File: src/rtl/ex_muldiv_unit_pkg.sv
// Shared encodings for the execute-stage multiply/divide unit: op codes,
// FSM states and small op-decode helpers.
package ex_muldiv_unit_pkg;

  typedef enum logic [1:0] {
    MD_MULT  = 2'd0,
    MD_MULTU = 2'd1,
    MD_DIV   = 2'd2,
    MD_DIVU  = 2'd3
  } md_op_e;

  typedef enum logic [1:0] {
    ST_IDLE  = 2'd0,
    ST_RUN   = 2'd1,
    ST_FIXUP = 2'd2
  } md_state_e;

  function automatic logic is_div_op(input md_op_e op);
    return (op == MD_DIV) || (op == MD_DIVU);
  endfunction

  function automatic logic is_signed_op(input md_op_e op);
    return (op == MD_MULT) || (op == MD_DIV);
  endfunction

endpackage

File: src/rtl/ex_muldiv_unit_if.sv
// ID/EX-side bundle for the multiply/divide unit: issue and MT/MF controls
// in, HI/LO and status out.
interface ex_muldiv_unit_if #(
  parameter int DATA_W = 32
);
  logic              start;
  logic [1:0]        op;
  logic [DATA_W-1:0] rs_val;
  logic [DATA_W-1:0] rt_val;
  logic              mthi;
  logic              mtlo;
  logic              rd_hilo;
  logic [DATA_W-1:0] hi;
  logic [DATA_W-1:0] lo;
  logic              busy;
  logic              stall_req;
  logic              done;
  logic              div_zero;

  modport master (
    output start, op, rs_val, rt_val, mthi, mtlo, rd_hilo,
    input  hi, lo, busy, stall_req, done, div_zero
  );

  modport slave (
    input  start, op, rs_val, rt_val, mthi, mtlo, rd_hilo,
    output hi, lo, busy, stall_req, done, div_zero
  );
endinterface

File: src/rtl/ex_muldiv_unit_step.sv
// One radix-2 iteration on the 2*DATA_W+1 accumulator: shift-add for
// multiply, restoring shift-subtract for divide.
module muldiv_step #(
  parameter int DATA_W = 32
) (
  input  logic              is_div,
  input  logic [2*DATA_W:0] acc,
  input  logic [DATA_W-1:0] operand,
  output logic [2*DATA_W:0] acc_next
);
  logic [DATA_W-1:0] addend;
  logic [DATA_W:0]   sum;
  logic [DATA_W:0]   shifted_rem;
  logic [DATA_W+1:0] diff;
  logic              borrow;

  // Multiply: add the multiplicand into the upper half when the LSB is set,
  // then shift right; the top bit catches the carry of that add.
  assign addend = acc[0] ? operand : {DATA_W{1'b0}};
  assign sum    = acc[2*DATA_W:DATA_W] + {1'b0, addend};

  // Divide: bring the next dividend bit into the remainder and trial-subtract.
  assign shifted_rem = acc[2*DATA_W-1:DATA_W-1];
  assign diff        = {1'b0, shifted_rem} - {2'b00, operand};
  assign borrow      = diff[DATA_W+1];

  always_comb begin
    acc_next = '0;
    if (!is_div) begin
      acc_next = {1'b0, sum, acc[DATA_W-1:1]};
    end else if (!borrow) begin
      acc_next = {diff[DATA_W:0], acc[DATA_W-2:0], 1'b1};
    end else begin
      acc_next = {shifted_rem, acc[DATA_W-2:0], 1'b0};
    end
  end
endmodule

File: src/rtl/ex_muldiv_unit.sv
// Iterative MULT/MULTU/DIV/DIVU unit with HI/LO registers and stall request.
// Define MULDIV_FAST_MULT_EN for single-cycle multiplies; divides stay iterative.
module ex_muldiv_unit
  import ex_muldiv_unit_pkg::*;
#(
  parameter int DATA_W = 32
) (
  input logic             clk,
  input logic             reset,
  ex_muldiv_unit_if.slave bus
);
  localparam int CNT_W = $clog2(DATA_W);
  localparam int ACC_W = 2 * DATA_W + 1;
  localparam logic [CNT_W-1:0] LAST = CNT_W'(DATA_W - 1);

  md_state_e         state, state_next;
  logic [CNT_W-1:0]  count;
  logic [ACC_W-1:0]  acc, acc_step, acc_load;
  logic [DATA_W-1:0] operand, hi_q, lo_q;
  logic              div_q, neg_res, neg_rem, zero_div, done_q, div_zero_q;

  md_op_e            op_in;
  logic              signed_in, div_in, fast_mul;
  logic [DATA_W-1:0] abs_rs, abs_rt;

  assign op_in     = md_op_e'(bus.op);
  assign signed_in = is_signed_op(op_in);
  assign div_in    = is_div_op(op_in);
  // -(2^(W-1)) wraps to itself, which read as unsigned is the wanted magnitude.
  assign abs_rs = (signed_in && bus.rs_val[DATA_W-1]) ? -bus.rs_val : bus.rs_val;
  assign abs_rt = (signed_in && bus.rt_val[DATA_W-1]) ? -bus.rt_val : bus.rt_val;

`ifdef MULDIV_FAST_MULT_EN
  logic [2*DATA_W-1:0] fast_prod;
  assign fast_prod = (2*DATA_W)'(abs_rs) * (2*DATA_W)'(abs_rt);
  assign fast_mul  = !div_in;
  assign acc_load  = fast_mul ? {1'b0, fast_prod} : {{(DATA_W+1){1'b0}}, abs_rs};
`else
  assign fast_mul  = 1'b0;
  assign acc_load  = {{(DATA_W+1){1'b0}}, abs_rs};
`endif

  muldiv_step #(.DATA_W(DATA_W)) u_step (
    .is_div   (div_q),
    .acc      (acc),
    .operand  (operand),
    .acc_next (acc_step)
  );

  logic [2*DATA_W-1:0] prod_mag, prod_fix;
  logic [DATA_W-1:0]   quot_fix, rem_fix;

  assign prod_mag = acc[2*DATA_W-1:0];
  assign prod_fix = neg_res ? -prod_mag : prod_mag;
  assign quot_fix = zero_div ? {DATA_W{1'b1}}
                  : (neg_res ? -acc[DATA_W-1:0] : acc[DATA_W-1:0]);
  assign rem_fix  = neg_rem ? -acc[2*DATA_W-1:DATA_W] : acc[2*DATA_W-1:DATA_W];

  always_ff @(posedge clk) begin
    if (reset) state <= ST_IDLE;
    else       state <= state_next;
  end

  always_comb begin
    state_next = state;
    case (state)
      ST_IDLE:  if (bus.start) state_next = fast_mul ? ST_FIXUP : ST_RUN;
      ST_RUN:   if (count == LAST) state_next = ST_FIXUP;
      ST_FIXUP: state_next = ST_IDLE;
      default:  state_next = ST_IDLE;
    endcase
  end

  // Operands and MT writes are only accepted in IDLE; HI/LO change only at FIXUP.
  always_ff @(posedge clk) begin
    if (reset) begin
      count      <= '0;
      acc        <= '0;
      operand    <= '0;
      hi_q       <= '0;
      lo_q       <= '0;
      div_q      <= 1'b0;
      neg_res    <= 1'b0;
      neg_rem    <= 1'b0;
      zero_div   <= 1'b0;
      done_q     <= 1'b0;
      div_zero_q <= 1'b0;
    end else begin
      done_q     <= 1'b0;
      div_zero_q <= 1'b0;
      case (state)
        ST_IDLE: begin
          if (bus.start) begin
            acc      <= acc_load;
            operand  <= abs_rt;
            count    <= '0;
            div_q    <= div_in;
            neg_res  <= signed_in & (bus.rs_val[DATA_W-1] ^ bus.rt_val[DATA_W-1]);
            neg_rem  <= signed_in & bus.rs_val[DATA_W-1];
            zero_div <= div_in && (bus.rt_val == '0);
          end else begin
            if (bus.mthi) hi_q <= bus.rs_val;
            if (bus.mtlo) lo_q <= bus.rs_val;
          end
        end
        ST_RUN: begin
          acc   <= acc_step;
          count <= count + 1'b1;
        end
        ST_FIXUP: begin
          if (div_q) begin
            hi_q <= rem_fix;
            lo_q <= quot_fix;
          end else begin
            hi_q <= prod_fix[2*DATA_W-1:DATA_W];
            lo_q <= prod_fix[DATA_W-1:0];
          end
          done_q     <= 1'b1;
          div_zero_q <= zero_div;
          count      <= '0;
        end
        default: ;
      endcase
    end
  end

  assign bus.hi        = hi_q;
  assign bus.lo        = lo_q;
  assign bus.busy      = (state != ST_IDLE);
  assign bus.stall_req = bus.busy & (bus.start | bus.rd_hilo | bus.mthi | bus.mtlo);
  assign bus.done      = done_q;
  assign bus.div_zero  = div_zero_q;
endmodule

File: src/flat_wrapper.sv
// flat-port wrapper written by rule: the top's interface ports become plain ports
module ex_muldiv_unit_flat import ex_muldiv_unit_pkg::*;
#(
  parameter int DATA_W = 32
)
  (clk, reset, bus_start, bus_op, bus_rs_val, bus_rt_val, bus_mthi, bus_mtlo, bus_rd_hilo, bus_hi, bus_lo, bus_busy, bus_stall_req, bus_done, bus_div_zero);
  ex_muldiv_unit_if #(.DATA_W(DATA_W)) bus_i ();
  input logic clk;
  input logic reset;
  input wire logic [$bits(bus_i.start)-1:0] bus_start;
  input wire logic [$bits(bus_i.op)-1:0] bus_op;
  input wire logic [$bits(bus_i.rs_val)-1:0] bus_rs_val;
  input wire logic [$bits(bus_i.rt_val)-1:0] bus_rt_val;
  input wire logic [$bits(bus_i.mthi)-1:0] bus_mthi;
  input wire logic [$bits(bus_i.mtlo)-1:0] bus_mtlo;
  input wire logic [$bits(bus_i.rd_hilo)-1:0] bus_rd_hilo;
  output wire logic [$bits(bus_i.hi)-1:0] bus_hi;
  output wire logic [$bits(bus_i.lo)-1:0] bus_lo;
  output wire logic [$bits(bus_i.busy)-1:0] bus_busy;
  output wire logic [$bits(bus_i.stall_req)-1:0] bus_stall_req;
  output wire logic [$bits(bus_i.done)-1:0] bus_done;
  output wire logic [$bits(bus_i.div_zero)-1:0] bus_div_zero;
  assign bus_i.start = bus_start;
  assign bus_i.op = bus_op;
  assign bus_i.rs_val = bus_rs_val;
  assign bus_i.rt_val = bus_rt_val;
  assign bus_i.mthi = bus_mthi;
  assign bus_i.mtlo = bus_mtlo;
  assign bus_i.rd_hilo = bus_rd_hilo;
  assign bus_hi = bus_i.hi;
  assign bus_lo = bus_i.lo;
  assign bus_busy = bus_i.busy;
  assign bus_stall_req = bus_i.stall_req;
  assign bus_done = bus_i.done;
  assign bus_div_zero = bus_i.div_zero;
  ex_muldiv_unit #(.DATA_W(DATA_W)) u_core (.clk(clk), .reset(reset), .bus(bus_i));
endmodule
File: config.mk
export PLATFORM = sky130hd
export DESIGN_NAME = ex_muldiv_unit_flat
export DESIGN_NICKNAME = d
export VERILOG_FILES = /design/src/rtl/ex_muldiv_unit_pkg.sv /design/src/rtl/ex_muldiv_unit_if.sv /design/src/rtl/ex_muldiv_unit_step.sv /design/src/rtl/ex_muldiv_unit.sv /design/src/flat_wrapper.sv
export SDC_FILE = /design/constraint.sdc
export NUM_CORES = 1
export LEC_CHECK = 0
export BUFFER_PORTS_ARGS = -buffer_cell sky130_fd_sc_hd__buf_2
export CAP_MARGIN = 20
export CORE_ASPECT_RATIO = 2
export CORE_MARGIN = 1
export CORE_UTILIZATION = 55
export DETAILED_ROUTE_END_ITERATION = 6
export PLACE_DENSITY = 0.77
export SLEW_MARGIN = 10
export SYNTH_ARGS = -nofsm -noshare
export SYNTH_HDL_FRONTEND = slang
export SYNTH_SLANG_ARGS = --single-unit
export TNS_END_PERCENT = 100
File: constraint.sdc
create_clock -name clk -period 9.9 [get_ports clk]
set_input_delay 1.98 -clock clk [delete_from_list [all_inputs] [get_ports clk]]
set_output_delay 1.98 -clock clk [all_outputs]
set_load 0.02 [all_outputs]
==> results.json <==
{
  "ys_ff_latch": 174,
  "slew_headroom_pct": 28.3,
  "antenna_found_initial": 0,
  "post-place-ws_ps": 4540,
  "grt-ovfl-total": 0,
  "drt_iter0_drc": 1315,
  "postLayoutSetupSlackWorst_ps": 4850,
  "htree_levels": 4,
  "final_util_pct": 61.7,
  "cts_tree": "done",
  "hold_buffers": 0,
  "synth_compound_area_share_pct": 29.5,
  "status": "completed",
  "yosysWarnings": 0,
  "required_ps": 10190,
  "dpl.cell_count": 2100,
  "drive_above_1_share_pct": 12.2,
  "syn_area_um2": 13600,
  "grt_pass1_vias": 13900,
  "yosysTopAreaCellShare_pct": 25.7,
  "holdPathStages": 2,
  "yosysSeqAreaShare_pct": 25.7,
  "synth_cell_types": 81,
  "root_buffer": "clkbuf_16",
  "wirelength_um": 45500,
  "cp-start-kind": "input pin",
  "final_cell_count_no_fill": 2134,
  "area_growth_syn_to_layout_pct": 10.5,
  "drcViolationCount": 0,
  "fmax_ghz": 0.198,
  "dpl_cell_area_um2": 14400,
  "clkSinkCount": 174,
  "r2r_slack_ps": 5800,
  "synth-xor-area-share_pct": 10.5,
  "die_area_um2": 25300,
  "routedWlPerCell_um": 21.3,
  "final_cell_area_um2": 15000,
  "syn_inst": 1766,
  "die_h_um": 224,
  "dp_hpwl_um": 34500,
  "tightest_slew_ps": 1070,
  "hold_path_class": "reg -> reg",
  "p_per_area_nw_per_um2": 132,
  "cap_violations": 0,
  "dieWidth_um": 113,
  "holdWs_ps": 453,
  "cts_buffers": 17,
  "final-hold-violation-count": 0,
  "rows": 81,
  "finalPower_mw": 1.97,
  "antenna_left": 0,
  "synth_area_leaders": "dfxtp_1 (26%), ha_1 (6.5%), nor2_1 (6.2%)",
  "synth_top_family_by_area": "compound AO/OA/AOI/OAI gates",
  "io_buffers": 139,
  "min_period_over_period_pct": 51.0,
  "grt_max_degree": 93,
  "muxShareOfSynthArea_pct": 3.49,
  "start_util_pct": 55.8,
  "num_vias": 14100,
  "cts_buffer_depth": 2,
  "synthAdderAreaFrac_pct": 6.75,
  "async_reset_ff_share_pct": 0,
  "crit_arrival_ps": 5340,
  "tns_ps": 0,
  "clock_latency_ps": 460,
  "r2r_cells": 15,
  "drv_slew": 0,
  "synth-edff-count": 0,
  "yosysTopAreaCell": "dfxtp_1",
  "final_nets": 1975,
  "post-cts-setup-buffers": 0,
  "path_clk_slew_ps": 70,
  "syn_nets": 1910,
  "crit_fanout": 6,
  "dr.pass1.iters": 7,
  "synth-main-ff-cell": "dfxtp_1",
  "yosys.area_share.simple_pct": 19.2,
  "critPathCaptureType": "flop",
  "grt_use_total_pct": 36.2,
  "setup_viol": 0,
  "routabilityCongestion": 0.982,
  "skew_ps": 7.64,
  "postCtsResizedCells": 0,
  "irDropWorstVdd_uv": 93.0,
  "antenna_cells": 0,
  "synth.avg_cell_area_um2": 7.69,
  "viasPerCell": 6.62,
  "post-route-min-period_ps": 5050,
  "io-pin-count": 140,
  "worstSetupPathType": "in -> reg",
  "core_um2": 24300,
  "p_leak_nw": 6.14,
  "grt_pass1_wl_um": 71100,
  "rsz0062_at_grt": "no"
}
==> logic make-up after synthesis <==
family | count (synthesis)
AND/OR/NAND/NOR | 542
AO/OA/AOI/OAI | 593
multiplexers | 47
buffers and inverters | 176
XOR/XNOR | 162
adder cells (fa/ha/maj) | 72
flip-flops | 174
==> synth_stat cells (all sizes together), types with 16 or more instances <==
library cell,n
a222oi,32
nand3,18
a21o,26
buf,17
nand2b,24
nor3,37
o31ai,27
and2,20
clkbuf,98
o21ai,113
a211oi,87
nand2,110
xnor2,92
nor4,16
xor2,70
nor2,224
inv,60
a21oi,147
mux2i,44
ha,70
dfxtp,174
a22oi,29
or3,24
==> metal layers <==
layer,global-route usage [%],vias up,wire [um]
met1,34.3,6637,15500
met5,0,-,0
met3,5.87,233,2140
li1,-,6642,-
met4,34.4,0,4410
met2,65.1,614,23500
==> cells in the final DEF (no fill, tap or decap), types with 12 or more instances in the layout <==
master / netlist / layout
nand2b_1: 24 / 24
a22oi_1: 29 / 29
a21o_1: 26 / 26
nor3_1: 37 / 35
xnor2_1: 92 / 92
a221oi_1: 15 / 15
or3_1: 23 / 23
a222oi_1: 32 / 32
inv_1: 60 / 60
nand3_1: 18 / 18
nor2_1: 223 / 223
nor4_1: 13 / 13
mux2i_1: 44 / 44
nor2b_1: 14 / 12
nand2_1: 109 / 108
a211oi_1: 87 / 87
o31ai_1: 27 / 27
xor2_1: 70 / 70
o21ai_0: 99 / 99
buf_2: 4 / 138
dfxtp_1: 174 / 173
o21ai_1: 14 / 14
and2_1: 18 / 17
buf_4: 0 / 20
nand4_1: 13 / 13
a21oi_1: 144 / 144
o21bai_1: 14 / 12
ha_1: 70 / 70
clkbuf_16: 0 / 17
==> worst paths after layout <==
| kind | start | to |
|---|---|---|
| hold / removal | u_core.operand[25] | u_core.operand[25] |
| hold reg to reg | u_core.operand[25] | u_core.operand[25] |
| setup reg to reg | u_core.acc[0] | u_core.acc[63] |
| setup / recovery | bus_rs_val[5] | u_core.acc[30] |
==> critical path, cell delays in order <==
cell and delay [ps]:
buf_2 120, nor4_1 560, nand4b_1 420, nor4_1 770, nand2_1 220, nor4_1 530, a21oi_1 180, xnor2_1 180
nor2_1 50, a211oi_1 240, a211oi_1 80
==> flip-flops by register name, indices dropped and copies added, names as in the netlist <==
signal,cells
u_core.bus.lo,32
u_core.state,2
u_core.operand,32
u_core.neg_rem,1
u_core.count,5
u_core.bus.div_zero,1
u_core.bus.hi,32
u_core.acc,65
u_core.div_q,1
u_core.bus.done,1
u_core.neg_res,1
u_core.zero_div,1
==> layout make-up <==
class	count	area (um2)
clock buffers	23	488
clock inverters	9	85.1
fillers	2275	9330
inverters	61	229
multi-input cells	1416	9450
flip-flops and latches	174	3480
well taps	290	363
repair buffers	161	895
==> power by group <==
part	internal, mW	total, mW	switching [mW]
sequential	0.741	0.793	0.0521
combinational	0.192	0.512	0.320
clock	0.372	0.667	0.295
(Power assumes the default switching activity.)
